$ cat src/rtl/sample_player.sv
// Playback sequencer: steps a sync-read sample ROM once per accepted audio write and formats 32-bit L/R words.
// Latency start->first write 3 cycles; holds the sample in READY while audio_out_allowed is low.
module sample_player #(
  parameter int ADDR_W      = 14,
  parameter int DATA_W      = 24,
  parameter int NUM_SAMPLES = 15000
) (
  input  logic              CLOCK_50,
  input  logic              resetn,
  input  logic              start,
  input  logic              stop,
  input  logic              loop_en,
  input  logic [1:0]        vol_shift,
  output logic [ADDR_W-1:0] ram_addr,
  input  logic [DATA_W-1:0] ram_q,
  input  logic              audio_out_allowed,
  output logic [31:0]       left_channel_audio_out,
  output logic [31:0]       right_channel_audio_out,
  output logic              write_audio_out,
  output logic              busy,
  output logic              done
);

  typedef enum logic [1:0] {IDLE, FETCH, LATCH, READY} state_t;

  localparam int                PAD       = 32 - DATA_W;
  localparam logic [ADDR_W-1:0] LAST_ADDR = ADDR_W'(NUM_SAMPLES - 1);

  state_t              state_q, state_d;
  logic [ADDR_W-1:0]   addr_q, addr_d;
  logic [31:0]         sample_q, sample_d;
  logic                done_q, done_d;
  logic                wr;
  logic [31:0]         aligned;

  always_comb begin
    // Left-justify the sample so the arithmetic shift keeps the sign bit at bit 31.
    aligned  = 32'(ram_q) << PAD;
    wr       = (state_q == READY) && audio_out_allowed && !stop;
    state_d  = state_q;
    addr_d   = addr_q;
    sample_d = sample_q;
    done_d   = 1'b0;

    case (state_q)
      IDLE: begin
        if (start && !stop) begin
          state_d = FETCH;
          addr_d  = '0;
        end
      end
      FETCH: state_d = LATCH;
      LATCH: begin
        sample_d = $signed(aligned) >>> vol_shift;
        state_d  = READY;
      end
      READY: begin
        if (wr) begin
          if (addr_q != LAST_ADDR) begin
            addr_d  = addr_q + ADDR_W'(1);
            state_d = FETCH;
          end else if (loop_en) begin
            addr_d  = '0;
            state_d = FETCH;
          end else begin
            addr_d  = '0;
            state_d = IDLE;
            done_d  = 1'b1;
          end
        end
      end
      default: state_d = IDLE;
    endcase

    if (stop && state_q != IDLE) begin
      state_d = IDLE;
      addr_d  = '0;
      done_d  = 1'b0;
    end

    if (state_d == IDLE && state_q != IDLE) sample_d = '0;
  end

  always_ff @(posedge CLOCK_50 or negedge resetn) begin
    if (!resetn) begin
      state_q  <= IDLE;
      addr_q   <= '0;
      sample_q <= '0;
      done_q   <= 1'b0;
    end else begin
      state_q  <= state_d;
      addr_q   <= addr_d;
      sample_q <= sample_d;
      done_q   <= done_d;
    end
  end

  assign ram_addr                = addr_q;
  assign left_channel_audio_out  = sample_q;
  assign right_channel_audio_out = sample_q;
  assign write_audio_out         = wr;
  assign busy                    = (state_q != IDLE);
  assign done                    = done_q;

endmodule

$ cat config.mk
export PLATFORM = sky130hd
export DESIGN_NAME = sample_player
export DESIGN_NICKNAME = d
export VERILOG_FILES = /design/src/rtl/sample_player.sv
export SDC_FILE = /design/constraint.sdc
export NUM_CORES = 1
export LEC_CHECK = 0
export CELL_PAD_IN_SITES_DETAIL_PLACEMENT = 1
export CELL_PAD_IN_SITES_GLOBAL_PLACEMENT = 1
export CORE_MARGIN = 2
export CORE_UTILIZATION = 34
export CTS_CLUSTER_SIZE = 28
export DETAILED_ROUTE_END_ITERATION = 8
export PLACE_DENSITY_LB_ADDON = 0.1
export SYNTH_ARGS = -nofsm -noshare
export SYNTH_HDL_FRONTEND = slang
export SYNTH_SLANG_ARGS = --single-unit
$ cat constraint.sdc
create_clock -name CLOCK_50 -period 3.7 [get_ports CLOCK_50]
set_input_delay 0.74 -clock CLOCK_50 [delete_from_list [all_inputs] [get_ports CLOCK_50]]
set_output_delay 0.74 -clock CLOCK_50 [all_outputs]
set_load 0.005 [all_outputs]
==> results of run 1 <==
[area by class of cell]
cell class                      count  area, µm²  area share
Multi-Input combinational cell    252       1480       0.381
Sequential cell                    44       1100       0.284
Timing Repair Buffer              105       1040       0.268
Tap cell                          105        131      0.0339
Clock buffer                        5       68.8      0.0178
Clock inverter                      3       47.5      0.0123
Inverter                            3       11.3     0.00291
[layout by cell type (no fill, tap or decap), types with 2 or more instances in the layout]
| cell type | n |
|---|---|
| a21oi_1 | 34 |
| a311oi_1 | 2 |
| a31oi_1 | 11 |
| and2_1 | 2 |
| and3_1 | 2 |
| buf_4 | 3 |
| clkbuf_8 | 5 |
| clkdlybuf4s50_1 | 101 |
| clkinv_4 | 2 |
| conb_1 | 10 |
| dfrtp_1 | 44 |
| inv_1 | 3 |
| mux2_2 | 3 |
| mux2i_1 | 22 |
| nand2_1 | 63 |
| nand2b_1 | 21 |
| nand3_1 | 32 |
| nand4_1 | 4 |
| nor2_1 | 11 |
| nor3_1 | 4 |
| o211ai_1 | 7 |
| o21ai_0 | 4 |
[metal layers]
metal	share of wire	wire (µm)
met1	0.46	3800
met2	0.48	3900
met3	0.046	376
met4	0.014	112
met5	0	0
[final timing paths]
kind	from	endpoint	depth (start not counted)
worst max-delay path	stop	write_audio_out	4
worst min-delay path	ram_addr[6]$_DFFE_PN0P_	ram_addr[6]$_DFFE_PN0P_	1
worst max register to register	ram_addr[0]$_DFFE_PN0P_	left_channel_audio_out[30]$_DFFE_PN0P_	6
worst min register to register	ram_addr[6]$_DFFE_PN0P_	ram_addr[6]$_DFFE_PN0P_	1
max in group asynchronous	resetn	left_channel_audio_out[22]$_DFFE_PN0P_	1
min in group asynchronous	resetn	ram_addr[2]$_DFFE_PN0P_	1
[report_power, final]
part	switching [mW]	total (mW)	internal [mW]
combinational	0.184	0.470	0.286
clock	0.186	0.390	0.204
sequential	0.0520	0.593	0.541
total	0.422	1.45	1.03
[cells in the mapped netlist (7+ instances only)]
library cell	count
dfrtp_1	44
nor2_1	11
clkbuf_1	11
nand2b_1	21
a21oi_1	34
buf_4	37
a31oi_1	11
buf_2	8
nand2_1	63
mux2i_1	22
nand3_1	32
o211ai_1	7
[kinds of logic after synthesis]
| logic type | synth area share |
|---|---|
| AND/OR/NAND/NOR | 0.255 |
| other | 0.00127 |
| adder cells (fa/ha/maj) | 0.00425 |
| AO/OA/AOI/OAI | 0.142 |
| flip-flops | 0.374 |
| buffers and inverters | 0.137 |
| multiplexers | 0.0862 |
[flip-flops by register name, indices dropped and copies added (netlist names)]
signal / count
done: 1
left_channel_audio_out: 27
ram_addr: 14
state_q: 2
[stage by stage]
step | util | total power, mW
3_5_place_dp | 0.453 | 1.08
2_1_floorplan | - | 0.846
5_1_grt | 0.467 | 1.54
6_report | 0.467 | 1.45
4_1_cts | 0.467 | 1.48
3_3_place_gp | 0.453 | 1.07
==> impl_metrics.tcl, run 1 <==
set metrics [dict create \
    status "finished clean" \
    cts_hold_buf 0 \
    crit_required_ns 2.96 \
    cts_resized 0 \
    grt_overflow_total 0 \
    drc_errors 0 \
    grt.busiest_layer "met2" \
    first_pass_iters 4 \
    crit_arrival_ns 2.26 \
    final_cells 517 \
    cts_tree "yes" \
    gp_congestion 0.775 \
    syn_area_um2 2950 \
    maxSlewViolCount 0 \
    final_cell_area_um2 3870 \
    holdCritPathClass "register to register" \
    r2r_setup_slack_ns 1.38 \
    port_buffers 102 \
    dpl_cell_area_um2 3760 \
    routed_wirelength_um 8200 \
    coreArea_um2 8300 \
    cts_num_sinks 44 \
    setup_tns_ns 0 \
    fp.dieArea_um2 9420 \
    route.vias.total 2659 \
    end_kind "output port" \
    period_share 0.810 \
    insertion_delay_ns 0.31 \
    die_width_um 97.1 \
    clk_pin_slew_worst_paths_ns 0.09 \
    yosys_warnings 0 \
    timing.final.ws_setup_ns 0.703 \
    ant_nets 0 \
    n_antenna_cell 0 \
    vias_per_cell 5.14 \
    ctsRootBufferMaster "clkbuf_8" \
    dp.cells 509 \
    htree_levels 2 \
    drt_iter0_drc 66 \
    crit_buf_inv 3 \
    drive_gt1_frac 0.0534 \
    synth_seq_cells 44 \
    grt_use_met1 0.239 \
    syn_area_per_cell_um2 8.44 \
    cts_buffers 5 \
    fin_nets 444 \
    finalHoldViolations 0 \
    max_clock_freq_ghz 0.334 \
    pin_count 113 \
    grt_max_degree 45 \
    postSynthCellCount 349 \
    crit_chain "clkdlybuf4s50_1 -> nand4b_1 -> inv_1 -> clkdlybuf4s50_1" \
    rows 33 \
    met3_usage 0.0317 \
    die_y_um 97.1 \
    fillCellCount 992 \
    grt_pass1_vias 2681 \
    synth_area_leaders "dfrtp_1 37%, buf_4 9.4%, nand2_1 8.0%, mux2i_1 7.5%, a21oi_1 5.8%" \
    cp_slowest_stage_delay_ns 0.56 \
    grt_pass1_wl_um 13600 \
    min_period_ns 3.00 \
    synth_edf_count 0 \
    ys_types 42 \
    setup_viol 0 \
    drv_cap 0 \
    crit_path_frequent_cell "clkdlybuf4s50_1" \
    yosysSeqAreaShare 0.374 \
    grt.met2_usage 0.285 \
    hpwl_um 5860 \
    tightestPinTransition_ns 1.08 \
    startpoint_type "input pin" \
    ys_async_sr_fraction 1.00 \
    peakVddDrop_mv 0.160 \
    clockBufferDepth 2 \
    power.density_nw_per_um2 375 \
    antenna_found_initial 0 \
    synth_top_cell_by_area "dfrtp_1" \
    ys.flop_type "dfrtp_1" \
    post-place-ws_ns 0.721 \
    path_max_fanout 10 \
    initial_core_util 0.355 \
    finalHoldWorstSlack_ns 0.534 \
    cpMaxStageDelayCell "clkdlybuf4s50_1" \
    crit_family "buffers and inverters" \
    leakagePower_nw 1.59 \
    post-cts-setup-buffers 0 \
    yosysTopAreaCellShare 0.374 \
    rsz0062_at_grt "no" \
    finalClockSkew_ns 0.00963 \
    synthToLayoutAreaGrowth_pct 31.6 \
    groute.usage.overall 0.175 \
    slew_headroom 0.279 \
    routedWlPerCell_um 15.9 \
    crit_type "input pin to output port" \
]
(Power assumes the default switching activity.)
==> run 2, diff against run 1 <==
--- a/config.mk
+++ b/config.mk
@@ -8,7 +8,7 @@
 export CELL_PAD_IN_SITES_DETAIL_PLACEMENT = 1
 export CELL_PAD_IN_SITES_GLOBAL_PLACEMENT = 1
 export CORE_MARGIN = 2
-export CORE_UTILIZATION = 34
+export CORE_UTILIZATION = 29
 export CTS_CLUSTER_SIZE = 28
 export DETAILED_ROUTE_END_ITERATION = 8
 export PLACE_DENSITY_LB_ADDON = 0.1
==> constraint.sdc (replaced) <==
create_clock -name CLOCK_50 -period 2.6 [get_ports CLOCK_50]
set_input_delay 0.52 -clock CLOCK_50 [delete_from_list [all_inputs] [get_ports CLOCK_50]]
set_output_delay 0.52 -clock CLOCK_50 [all_outputs]
set_load 0.005 [all_outputs]
==> impl_metrics.tcl, run 2 (synthesis results as in run 1) <==
set metrics [dict create \
    status "finished clean" \
    final_common_cell "clkdlybuf4s50_1" \
    cts_resized 0 \
    setup_viol 0 \
    r2r_setup_slack_ns 0.52 \
    max_clock_freq_ghz 0.430 \
    grt_max_degree 36 \
    fillCellCount 1196 \
    drv_cap 0 \
    route.vias.total 2708 \
    groute.usage.overall 0.163 \
    grt_overflow_total 0 \
    initial_core_util 0.300 \
    dpl_cell_area_um2 3900 \
    leakagePower_nw 1.63 \
    holdCritPathClass "input pin to async pin" \
    final_cell_area_um2 3990 \
    routed_wirelength_um 8780 \
    crit_required_ns 2.08 \
    drive_gt1_frac 0.0755 \
    period_share 0.894 \
    coreArea_um2 9820 \
    largest_reg_flops 27 \
    grt_pass1_wl_um 14500 \
    routedWlPerCell_um 15.8 \
    cts_num_sinks 44 \
    cts_hold_buf 0 \
    rows 36 \
    end_kind "output port" \
    drt_iter0_drc 48 \
    fin_nets 456 \
    rsz0062_at_grt "no" \
    antenna_found_initial 0 \
    htree_levels 2 \
    crit_path_frequent_cell "clkdlybuf4s50_1" \
    pin_count 113 \
    gp_congestion 0.760 \
    clockBufferDepth 2 \
    drc_errors 0 \
    die_width_um 105 \
    power.density_nw_per_um2 502 \
    cpMaxStageDelayCell "clkdlybuf4s50_1" \
    crit_chain "clkdlybuf4s50_1 -> nand4b_1 -> inv_1 -> clkdlybuf4s50_1" \
    path_max_fanout 4 \
    die_y_um 105 \
    clk_pin_slew_worst_paths_ns 0.09 \
    synthToLayoutAreaGrowth_pct 35.3 \
    peakVddDrop_mv 0.198 \
    ant_nets 0 \
    first_pass_iters 4 \
    min_period_ns 2.33 \
    maxSlewViolCount 0 \
    slew_headroom 0.513 \
    insertion_delay_ns 0.30 \
    finalClockSkew_ns 0.00687 \
    hpwl_um 6480 \
    r2r_start "ram_addr[0]$_DFFE_PN0P_" \
    vias_per_cell 4.86 \
    timing.rr.end "ram_addr[12]$_DFFE_PN0P_" \
    fp.dieArea_um2 11000 \
    grt_pass1_vias 2747 \
    post-cts-setup-buffers 0 \
    port_buffers 102 \
    n_antenna_cell 0 \
    tightestPinTransition_ns 0.729 \
    setup_tns_ns 0 \
    crit_type "input pin to output port" \
    layout_common_cells "101 x clkdlybuf4s50_1, 63 x nand2_1, 44 x dfrtp_1" \
    finalHoldViolations 0 \
    worst-r2r-cell-count 6 \
    cts_buffers 5 \
    crit_arrival_ns 1.81 \
    startpoint_type "input pin" \
    cts_tree "yes" \
    ctsRootBufferMaster "clkbuf_8" \
    cp_slowest_stage_delay_ns 0.54 \
    finalPower_mw 2.00 \
]
-- run 2: layout make-up --
type	count	area [µm²]	area share
tap	133	166	0.0417
inverter	3	11.3	0.00282
clock buffer	8	90.1	0.0226
timing repair buffer	117	1140	0.286
sequential	44	1100	0.276
multi-input combinational	252	1480	0.370
-- run 2: routing by layer --
metal / share of wire / GRT usage / vias to the layer above
li1: - / - / 1321
met1: 0.47 / 0.213 / 1319
met2: 0.49 / 0.279 / 63
met3: 0.037 / 0.0299 / 5
met4: 0.0084 / 0.0343 / 0
met5: 0 / 0 / -
-- run 2: worst max-delay path, delay by kind of cell --
kind | cells | cell delay [ns]
buffers and inverters | 3 | 1.15
AND/OR/NAND/NOR | 1 | 0.14
-- run 2: per-stage QoR --
step | setup WS [ns] | cells | util | hold slack [ns]
2_1_floorplan | 0.852 | 358 | - | 0.224
3_3_place_gp | 0.288 | 549 | 0.397 | 0.448
3_5_place_dp | 0.265 | 549 | 0.397 | 0.450
4_1_cts | 0.258 | 557 | 0.406 | 0.116
5_1_grt | 0.180 | 557 | 0.406 | 0.115
6_report | 0.275 | 557 | 0.406 | 0.107
-- run 2: worst max-delay path by stage --
stage	start	endpoint	slack [ns]	cells after the start
3_5_place_dp	audio_out_allowed	write_audio_out	0.27	4
2_1_floorplan	vol_shift[1]	left_channel_audio_out[7]$_DFFE_PN0P_	0.85	5
3_3_place_gp	audio_out_allowed	write_audio_out	0.29	4
5_1_grt	audio_out_allowed	write_audio_out	0.18	4
6_report	audio_out_allowed	write_audio_out	0.27	4
4_1_cts	audio_out_allowed	write_audio_out	0.26	4
-- run 2: where the power goes --
part           internal [mW]  total, mW  leakage, nW  switching (mW)
Sequential             0.769      0.844        0.592          0.0750
Clock                  0.218      0.469       0.0455           0.251
Combinational          0.423      0.688        0.997           0.265
